--- src/rtl/exec_pkg.sv ---
// Shared encodings for the RV32IM execute stage: ALU/M-extension op codes, forwarding selects,
// EX/MEM control bit positions and divider FSM states.
package exec_pkg;

  typedef enum logic [3:0] {
    AluAdd  = 4'd0,
    AluSub  = 4'd1,
    AluAnd  = 4'd2,
    AluOr   = 4'd3,
    AluXor  = 4'd4,
    AluSll  = 4'd5,
    AluSrl  = 4'd6,
    AluSra  = 4'd7,
    AluSlt  = 4'd8,
    AluSltu = 4'd9
  } alu_op_e;

  // funct3 order
  typedef enum logic [2:0] {
    MdMul    = 3'd0,
    MdMulh   = 3'd1,
    MdMulhsu = 3'd2,
    MdMulhu  = 3'd3,
    MdDiv    = 3'd4,
    MdDivu   = 3'd5,
    MdRem    = 3'd6,
    MdRemu   = 3'd7
  } md_op_e;

  typedef enum logic [1:0] {
    FwdReg = 2'b00,
    FwdWb  = 2'b01,
    FwdMem = 2'b10
  } fwd_sel_e;

  localparam int unsigned CtlWidth    = 5;
  localparam int unsigned CtlBranch   = 0;
  localparam int unsigned CtlMemWrite = 1;
  localparam int unsigned CtlMemRead  = 2;
  localparam int unsigned CtlRegWrite = 3;
  localparam int unsigned CtlMemtoReg = 4;

  typedef enum logic [1:0] {
    DivIdle = 2'b00,
    DivRun  = 2'b01,
    DivDone = 2'b10
  } div_state_e;

  function automatic logic md_is_div(logic [2:0] op);
    return op[2];
  endfunction

  function automatic logic md_is_signed_div(logic [2:0] op);
    return ~op[0];
  endfunction

  function automatic logic md_is_rem(logic [2:0] op);
    return op[1];
  endfunction

endpackage

--- src/rtl/exec_muldiv.sv ---
// M-extension unit: single-cycle multiplier plus an iterative restoring divider that retires
// DIV_STEP quotient bits per cycle. Only instantiated when EXEC_MULDIV_EN is defined.
module exec_muldiv
  import exec_pkg::*;
#(
  parameter int unsigned DIV_STEP = 1
) (
  input  logic        clk,
  input  logic        reset,
  input  logic        start,
  input  logic        flush,
  input  logic [2:0]  md_op,
  input  logic [31:0] op_a,
  input  logic [31:0] op_b,
  output logic        busy,
  output logic        done,
  output logic [31:0] result
);

  localparam int unsigned RunCycles = 32 / DIV_STEP;

  // Multiplier: 33-bit sign/zero extension covers all four signedness combinations.
  logic               mul_a_signed, mul_b_signed;
  logic signed [32:0] mul_a, mul_b;
  logic signed [63:0] product;
  logic [31:0]        mul_result;

  assign mul_a_signed = (md_op != MdMulhu);
  assign mul_b_signed = (md_op == MdMul) || (md_op == MdMulh);
  assign mul_a        = {mul_a_signed & op_a[31], op_a};
  assign mul_b        = {mul_b_signed & op_b[31], op_b};
  assign product      = mul_a * mul_b;
  assign mul_result   = (md_op == MdMul) ? product[31:0] : product[63:32];

  // Divider operates on magnitudes; signs are reapplied when the result is read out.
  div_state_e  state_q, state_d;
  logic [4:0]  cnt_q, cnt_d;
  logic [31:0] quo_q, quo_d, rem_q, rem_d, dvs_q, dvs_d;
  logic        quo_neg_q, quo_neg_d, rem_neg_q, rem_neg_d;
  logic        dvs_zero_q, dvs_zero_d, is_rem_q, is_rem_d;

  logic        a_neg, b_neg;
  logic [31:0] a_abs, b_abs;

  assign a_neg = md_is_signed_div(md_op) & op_a[31];
  assign b_neg = md_is_signed_div(md_op) & op_b[31];
  assign a_abs = a_neg ? (32'd0 - op_a) : op_a;
  assign b_abs = b_neg ? (32'd0 - op_b) : op_b;

  logic [31:0] step_quo, step_rem;
  logic [33:0] trial;

  always_comb begin
    step_quo = quo_q;
    step_rem = rem_q;
    trial    = '0;
    for (int unsigned i = 0; i < DIV_STEP; i++) begin
      trial = {1'b0, step_rem, step_quo[31]} - {2'b00, dvs_q};
      if (!trial[33]) begin
        step_rem = trial[31:0];
        step_quo = {step_quo[30:0], 1'b1};
      end else begin
        step_rem = {step_rem[30:0], step_quo[31]};
        step_quo = {step_quo[30:0], 1'b0};
      end
    end
  end

  always_comb begin
    state_d    = state_q;
    cnt_d      = cnt_q;
    quo_d      = quo_q;
    rem_d      = rem_q;
    dvs_d      = dvs_q;
    quo_neg_d  = quo_neg_q;
    rem_neg_d  = rem_neg_q;
    dvs_zero_d = dvs_zero_q;
    is_rem_d   = is_rem_q;
    busy       = 1'b0;
    done       = 1'b0;
    case (state_q)
      DivIdle: begin
        if (start && !flush) begin
          busy       = 1'b1;
          state_d    = DivRun;
          cnt_d      = 5'(RunCycles - 1);
          quo_d      = a_abs;
          rem_d      = '0;
          dvs_d      = b_abs;
          quo_neg_d  = a_neg ^ b_neg;
          rem_neg_d  = a_neg;
          dvs_zero_d = (op_b == '0);
          is_rem_d   = md_is_rem(md_op);
        end
      end
      DivRun: begin
        if (flush) begin
          state_d = DivIdle;
        end else begin
          busy  = 1'b1;
          quo_d = step_quo;
          rem_d = step_rem;
          if (cnt_q == '0) begin
            state_d = DivDone;
          end else begin
            cnt_d = cnt_q - 5'd1;
          end
        end
      end
      DivDone: begin
        done    = ~flush;
        state_d = DivIdle;
      end
      default: state_d = DivIdle;
    endcase
  end

  always_ff @(posedge clk or negedge reset) begin
    if (!reset) begin
      state_q    <= DivIdle;
      cnt_q      <= '0;
      quo_q      <= '0;
      rem_q      <= '0;
      dvs_q      <= '0;
      quo_neg_q  <= 1'b0;
      rem_neg_q  <= 1'b0;
      dvs_zero_q <= 1'b0;
      is_rem_q   <= 1'b0;
    end else begin
      state_q    <= state_d;
      cnt_q      <= cnt_d;
      quo_q      <= quo_d;
      rem_q      <= rem_d;
      dvs_q      <= dvs_d;
      quo_neg_q  <= quo_neg_d;
      rem_neg_q  <= rem_neg_d;
      dvs_zero_q <= dvs_zero_d;
      is_rem_q   <= is_rem_d;
    end
  end

  // A zero divisor leaves the magnitude of the dividend in rem_q, so only the quotient needs fixing.
  logic [31:0] div_quo, div_rem;

  assign div_quo = dvs_zero_q ? 32'hFFFF_FFFF : (quo_neg_q ? (32'd0 - quo_q) : quo_q);
  assign div_rem = rem_neg_q ? (32'd0 - rem_q) : rem_q;
  assign result  = md_is_div(md_op) ? (is_rem_q ? div_rem : div_quo) : mul_result;

  logic unused_trial;
  assign unused_trial = trial[32];

endmodule

--- src/rtl/execute_stage.sv ---
// RV32IM execute stage with EX/MEM pipeline register. Define EXEC_MULDIV_EN to build the
// M-extension unit; otherwise md_valid is ignored and ex_stall is tied low.
module execute_stage
  import exec_pkg::*;
#(
  parameter int unsigned DIV_STEP = 1
) (
  input  logic        clk,
  input  logic        reset,
  input  logic [4:0]  ctl_in,
  input  logic        jal_in,
  input  logic        jalr_in,
  input  logic        bne_in,
  input  logic [3:0]  alu_op,
  input  logic        md_valid,
  input  logic [2:0]  md_op,
  input  logic        alu_src,
  input  logic [1:0]  fwd_a,
  input  logic [1:0]  fwd_b,
  input  logic [31:0] rs1_data,
  input  logic [31:0] rs2_data,
  input  logic [31:0] imm,
  input  logic [31:0] pc_in,
  input  logic [31:0] wb_data,
  input  logic [31:0] mem_alu,
  input  logic [4:0]  rd_in,
  input  logic        flush,
  output logic        ex_stall,
  output logic [4:0]  ctl_out,
  output logic        jal_out,
  output logic        jalr_out,
  output logic        bne_out,
  output logic        zero_out,
  output logic [31:0] alu_result,
  output logic [31:0] write_data,
  output logic [31:0] pcimm_out,
  output logic [31:0] pc_out,
  output logic [4:0]  rd_out
);

  logic [31:0] op_a, rs2_fwd, op_b;

  always_comb begin
    case (fwd_a)
      FwdWb:   op_a = wb_data;
      FwdMem:  op_a = mem_alu;
      default: op_a = rs1_data;
    endcase
    case (fwd_b)
      FwdWb:   rs2_fwd = wb_data;
      FwdMem:  rs2_fwd = mem_alu;
      default: rs2_fwd = rs2_data;
    endcase
  end

  assign op_b = alu_src ? imm : rs2_fwd;

  logic [31:0] alu_res;

  always_comb begin
    alu_res = '0;
    case (alu_op)
      AluAdd:  alu_res = op_a + op_b;
      AluSub:  alu_res = op_a - op_b;
      AluAnd:  alu_res = op_a & op_b;
      AluOr:   alu_res = op_a | op_b;
      AluXor:  alu_res = op_a ^ op_b;
      AluSll:  alu_res = op_a << op_b[4:0];
      AluSrl:  alu_res = op_a >> op_b[4:0];
      AluSra:  alu_res = $signed(op_a) >>> op_b[4:0];
      AluSlt:  alu_res = {31'd0, $signed(op_a) < $signed(op_b)};
      AluSltu: alu_res = {31'd0, op_a < op_b};
      default: alu_res = '0;
    endcase
  end

  logic [31:0] ex_result;

`ifdef EXEC_MULDIV_EN
  logic [31:0] md_result;
  logic        md_done;

  exec_muldiv #(
    .DIV_STEP(DIV_STEP)
  ) u_muldiv (
    .clk   (clk),
    .reset (reset),
    .start (md_valid & md_is_div(md_op)),
    .flush (flush),
    .md_op (md_op),
    .op_a  (op_a),
    .op_b  (op_b),
    .busy  (ex_stall),
    .done  (md_done),
    .result(md_result)
  );

  // While a divide is still running the stage latches a bubble, so md_result is only
  // architecturally visible in the DONE cycle.
  assign ex_result = md_valid ? md_result : alu_res;

  logic unused_done;
  assign unused_done = md_done;
`else
  assign ex_result = alu_res;
  assign ex_stall  = 1'b0;

  logic unused_md;
  assign unused_md = ^{md_valid, md_op, DIV_STEP[0]};
`endif

  logic bubble;
  assign bubble = flush | ex_stall;

  always_ff @(posedge clk or negedge reset) begin
    if (!reset) begin
      ctl_out    <= '0;
      jal_out    <= 1'b0;
      jalr_out   <= 1'b0;
      bne_out    <= 1'b0;
      zero_out   <= 1'b0;
      alu_result <= '0;
      write_data <= '0;
      pcimm_out  <= '0;
      pc_out     <= '0;
      rd_out     <= '0;
    end else begin
      ctl_out    <= bubble ? '0 : ctl_in;
      jal_out    <= ~bubble & jal_in;
      jalr_out   <= ~bubble & jalr_in;
      bne_out    <= ~bubble & bne_in;
      rd_out     <= bubble ? '0 : rd_in;
      zero_out   <= (ex_result == '0);
      alu_result <= ex_result;
      write_data <= rs2_fwd;
      pcimm_out  <= pc_in + imm;
      pc_out     <= pc_in;
    end
  end

endmodule

--- config.mk ---
export PLATFORM = sky130hd
export DESIGN_NAME = execute_stage
export DESIGN_NICKNAME = d
export VERILOG_FILES = /design/src/rtl/exec_pkg.sv /design/src/rtl/exec_muldiv.sv /design/src/rtl/execute_stage.sv
export SDC_FILE = /design/constraint.sdc
export NUM_CORES = 1
export LEC_CHECK = 0
export ABC_AREA = 1
export CAP_MARGIN = 20
export CELL_PAD_IN_SITES_DETAIL_PLACEMENT = 0
export CELL_PAD_IN_SITES_GLOBAL_PLACEMENT = 1
export CORE_MARGIN = 5
export CORE_UTILIZATION = 36
export DETAILED_ROUTE_END_ITERATION = 6
export GPL_TIMING_DRIVEN = 0
export MAX_ROUTING_LAYER = met4
export PLACE_DENSITY = 0.79
export SLEW_MARGIN = 10
export SYNTH_ARGS = -nofsm -noshare
export SYNTH_HDL_FRONTEND = slang
export SYNTH_SLANG_ARGS = --single-unit
--- constraint.sdc ---
create_clock -name clk -period 0.8 [get_ports clk]
set_input_delay 0.16 -clock clk [delete_from_list [all_inputs] [get_ports clk]]
set_output_delay 0.16 -clock clk [all_outputs]
set_load 0.01 [all_outputs]
Yosys cells after proc, flatten, opt, wreduce, memory -nomap -nowiden:

Cells that the tools add are included.

* flip-flop bits (word level): 142
* output and inout port bits: 143
* word-level logic and storage cells: 46

* add/sub/neg operators: 3
* order comparisons: 2
* equality and inequality tests: 13
* shifts and indexed selects: 3
* multiplexer cells: 6
* bitwise gates (word level): 7
* reduce and logical (&&, ||, !) cells: 2

Operator list (count)
* one-hot mux 32 bit (10 select lines): 1
* one-hot mux 32 bit (2 select lines): 2
* adder 32 bit: 2
* less-than comparator 32 bit: 2
* bitwise AND 32 bit: 1
* logical NOT 32 bit: 1
* two-way mux 32 bit: 1
* bitwise OR 32 bit: 1
* left shift 32 x 5 -> 32 bit: 1
* >> shifter 32 x 5 -> 32 bit: 1
* >>> shifter 32 x 5 -> 32 bit: 1
* subtractor 32 bit: 1
* bitwise XOR 32 bit: 1
* == test 4 x 3 -> 1 bit (second input constant): 4
* two-way mux 5 bit: 2
* == test 4 x 2 -> 1 bit (second input constant): 2
* == test 4 bit (second input constant): 2
* == test 2 x 1 -> 1 bit (second input constant): 2
* == test 2 bit (second input constant): 2
* == test 4 x 1 -> 1 bit (second input constant): 1
* logical NOT 4 bit: 1
* bitwise AND 1 bit: 3
* inverter 1 bit: 1

Logic depth before layout (Yosys ltp):

* depth after elaboration: 6
* depth in mapped cells: 30

Least setup slack after synthesis:

OpenSTA, ideal clock, no wires.

* path type: in2reg
* from: input port fwd_b[0]
* to: register zero_out
* setup time: 0.071 ns
* arrival time: 3.344 ns
* data required time: 0.729 ns
* path slack: -2.615 ns
* cell stages on the path: 29
* buffers on the path: 2
* cell sequence: inv_1 > ha_1 > inv_2 > nand3_1 > o21ai_1 > o21ai_2 > inv_1 > buf_2 > buf_1 > ha_1 > inv_1 > a21oi_1 > o21ai_0 > inv_1 > nand2_1 > nand2_1 > nand2_1 > nand2_1 > nand2_1 > nand2_1 > nand2_1 > nor2_1 > a21oi_1 > nand3_1 > nor2_1 > nand2_1 > nor2_1 > nand2_1 > nor2_1

* longest elaborated chain between the ends: 6
* elaborated cells on any way between the ends: 16
* classes of those cells: add/sub (2); order compare (2); eq/ne (2); shift (3); mux (3); bitwise (3); reduce/logical (1)

Ends and longest elaborated chain
* start: declaration: RTL line execute_stage.sv:19 `input logic [1:0] fwd_b,`
* == test 2 bit / == test 2 x 1 -> 1 bit (equally long branches): RTL line execute_stage.sv:49 `case (fwd_b)`
* one-hot mux 32 bit (2 select lines) *: RTL line execute_stage.sv:49
* two-way mux 32 bit *: RTL line execute_stage.sv:56 `assign op_b = alu_src ? imm : rs2_fwd;`
* subtractor 32 bit, or another cell as far along: RTL line execute_stage.sv:64 `AluSub: alu_res = op_a - op_b;`
* one-hot mux 32 bit (10 select lines) *: RTL line execute_stage.sv:62 `case (alu_op)`
* net alu_res[23]: RTL line execute_stage.sv:58 `logic [31:0] alu_res;`
* logical NOT 32 bit *: RTL line execute_stage.sv:133 `zero_out <= (ex_result == '0);`
* end signal: assignment: RTL line execute_stage.sv:133
* end: declaration: RTL line execute_stage.sv:33 `output logic zero_out,`

The timed path passes the listed nets; every way through them passes the cells marked *.

Worst setup path after layout:

* from: input port fwd_b[1]
* to: register zero_out

Same word-level chain as after synthesis.

==> summary.md <==
| Metric | Value |
|---|---|
| Placed Instance Area | 21900 um^2 |
| Startpoint Class | primary input |
| Syn Inst Count | 2762 |
| Fill cell count | 4088 |
| Gr busiest metal | met2 |
| RSZ-0062 raised after global routing | true |
| Fin area | 28500 um^2 |
| Crit. End Element | flip-flop |
| Core area | 46400 um^2 |
| Area Growth Syn to Fin | 69.7% |
| Starting Density | 36.2% |
| ANT nets after route | 0 |
| Endpoints failing setup | 234 |
| Cells taking the most area after synthesis | dfrtp_1, nand2_1, nand3_1 |
| Syn. warnings | 0 |
| DRC violations left | 3 |
| Post-synth top area share | 21.2% |
| H-tree levels | 4 |
| Num CTS Buffers | 17 |
| CP required | 1.21 ns |
| Crit path from | fwd_b[1] |
| Hold Fails Final Rpt | 50 |
| Post-Place Worst Slack | -4.88 ns |
| Clk slew on worst S/H paths | 0.07 ns |
| Via count | 24700 |
| Clock Tree Buf Depth | 2 |
| GR Util met2 | 67.6% |
| Max-cap viol count | 0 |
| Post-route setup slack | -2.53 ns |
| Synth Flop Type | dfrtp_1 |
| Worst path slowest cell | a221o_1 |
| GP Congestion | 1.10 |
| Relative slew slack | 30.6% |
| DRT iter0 DRCs | 3494 |
| Drt wl/cell | 28.8 um |
| Antenna violations before repair | 28 |
| Tcrit/Tclk final | 417% |
| Worst path max stage delay | 0.31 ns |
| I/O pins | 364 |
| Vias in the first global route | 23600 |
| Met1 Use GR | 51.6% |
| Share of cells above drive strength 1 | 34.7% |
| Design Power | 51500 uW |
| CP max FO | 7 |
| Finished Layout Cells | 4048 |
| CTS tree | built |
| Worst Hold Class | primary input to async pin |
| Avg Cell Area, Syn | 6.07 um^2 |
| Run status | finished, violations left |
| Synth top cells by count | nand2_1, nand3_1, inv_1, nor2_1, a21oi_1 |
| DIE AREA | 51000 um^2 |
| Chip width | 226 um |
| Post-synth EDFFs | 0 |
| Area leader, netlist | dfrtp_1 |
| Failing checks | DRC, hold timing, setup timing |
| Routed vias/inst | 6.10 |
| GRT Resource Usage Total | 44.7% |
| FMAX | 300 MHz |
| First-pass GRT wire length | 162000 um |
| FP Rows | 79 |
| CTS sink cnt | 142 |
| Async S/R FF share, synth | 100% |
| Total Routed Length | 117000 um |
| Top-count cell post-synth | nand2_1 |
| Worst EP arrival | 3.75 ns |
| Post-synthesis sequential area ratio | 21.2% |
| Setup CP Type | primary input to flip-flop |
| Slew Viols, Final | 0 |
| Min Hold Slack | -0.398 ns |
| Root Buffer | clkbuf_16 |
| Die Y | 226 um |
| #FFs+latches synth | 142 |
| Tmin final | 3.33 ns |
| DP HPWL | 87400 um |
| Pin count of the biggest net entering global routing | 94 |
| Worst-Margin Slew | 1.04 ns |
| Pwr per Cell Area | 1810 nW/um^2 |
| Synth cell types | 56 |
| Post-Syn Area | 16800 um^2 |
| Final setup TNS | -193.06 ns |
| Port bufs | 357 |
| Drt pass-1 iters | 7 |
| Remaining global-route overflow | 0 |
| Syn Nets | 3118 |
| Placed cell count | 3727 |
| Final nets | 3755 |
| Met3 usage | 13.2% |
| LEAKAGE | 0.0133 uW |
| VDD IR-drop max | 1.78 mV |
[stage by stage]
stage / utilization (%) / hold WS [ns]
finish: 61.4 / -0.398
floorplan: - / -0.136
global placement: 47.3 / 0.659
CTS: 58.7 / -0.389
global route: 61.4 / -0.370
detailed placement: 47.3 / 0.136
[layout by cell type, fill, tap and decap left out, drive strengths merged, types with 19 or more instances in the layout]
cell type	count
dlygate4sd2	32
a221o	25
ha	132
o21ai	155
nand3	538
inv	320
dfrtp	142
buf	369
o22ai	19
or2	22
dlygate4sd3	25
clkdlybuf4s50	237
xor2	26
nand4	27
nand2	746
diode	29
nor2	223
a21oi	159
clkbuf	82
[state kept, by name, summed over array words and instances (netlist names)]
| signal | cells |
|---|---|
| alu_result | 32 |
| bne_out | 1 |
| ctl_out | 5 |
| jal_out | 1 |
| jalr_out | 1 |
| pc_out | 32 |
| pcimm_out | 32 |
| rd_out | 5 |
| write_data | 32 |
| zero_out | 1 |
[critical path: cells and delay by family]
family / cells / cell delay, ns
adder cells (fa/ha/maj): 2 / 0.57
buffers and inverters: 8 / 1.01
AO/OA/AOI/OAI: 5 / 0.75
AND/OR/NAND/NOR: 11 / 1.21
[logic make-up (layout without fill, tap and decap cells)]
group	count (synthesis)	after routing	share of synthesized area (%)
AOI/OAI and AO/OA	421	421	14.6
xor gates and xnor gates	36	36	1.88
adders and majority gates	135	135	10.2
buffers and inverters	438	1088	11.0
DFF	142	142	21.2
other	1	30	0.0224
and+or+nand+nor	1589	1589	41.1
[layout make-up]
class	instances	area [um^2]	share of cell area [%]
diodes	29	72.6	0.255
clock buffers	17	425	1.49
plain buffers	119	1200	4.23
well taps	607	759	2.67
inverters	314	1280	4.49
multi-input cells	2182	15300	53.8
repair inverters	2	17.5	0.0615
flip-flops and latches	142	3550	12.5
repair buffers	621	5680	19.9
clock inverters	15	161	0.567
[final timing paths]
check                            endpoint  cells past startpoint
max in group asynchronous      pc_out[31]                      2
min in group clk             pcimm_out[0]                      3
hold / removal             alu_result[28]                      1
setup / recovery                 zero_out                     26
[routing by layer]
| metal | wire length [um] | share of wire (%) |
|---|---|---|
| met2 | 51100 | 44 |
| met1 | 41700 | 36 |
| met5 | 0 | 0 |
| met4 | 10300 | 8.8 |
| met3 | 13500 | 12 |
[where the power goes]
part	total, uW	internal, uW	switching, uW
sequential	8460	8130	322
combinational	34700	13500	21200
clock	8350	4190	4160
[timing repair]
action / in CTS / in global routing
gates resized for setup: 969 / 344
hold buffers: 25 / 1
gates cloned: 8 / 1
endpoints found under the setup margin: 238 / 244
setup buffers: 182 / 66
hold endpoints to repair: 75 / 51
pin swaps: 211 / 178
No activity file was read; power rests on OpenSTA's default activity.
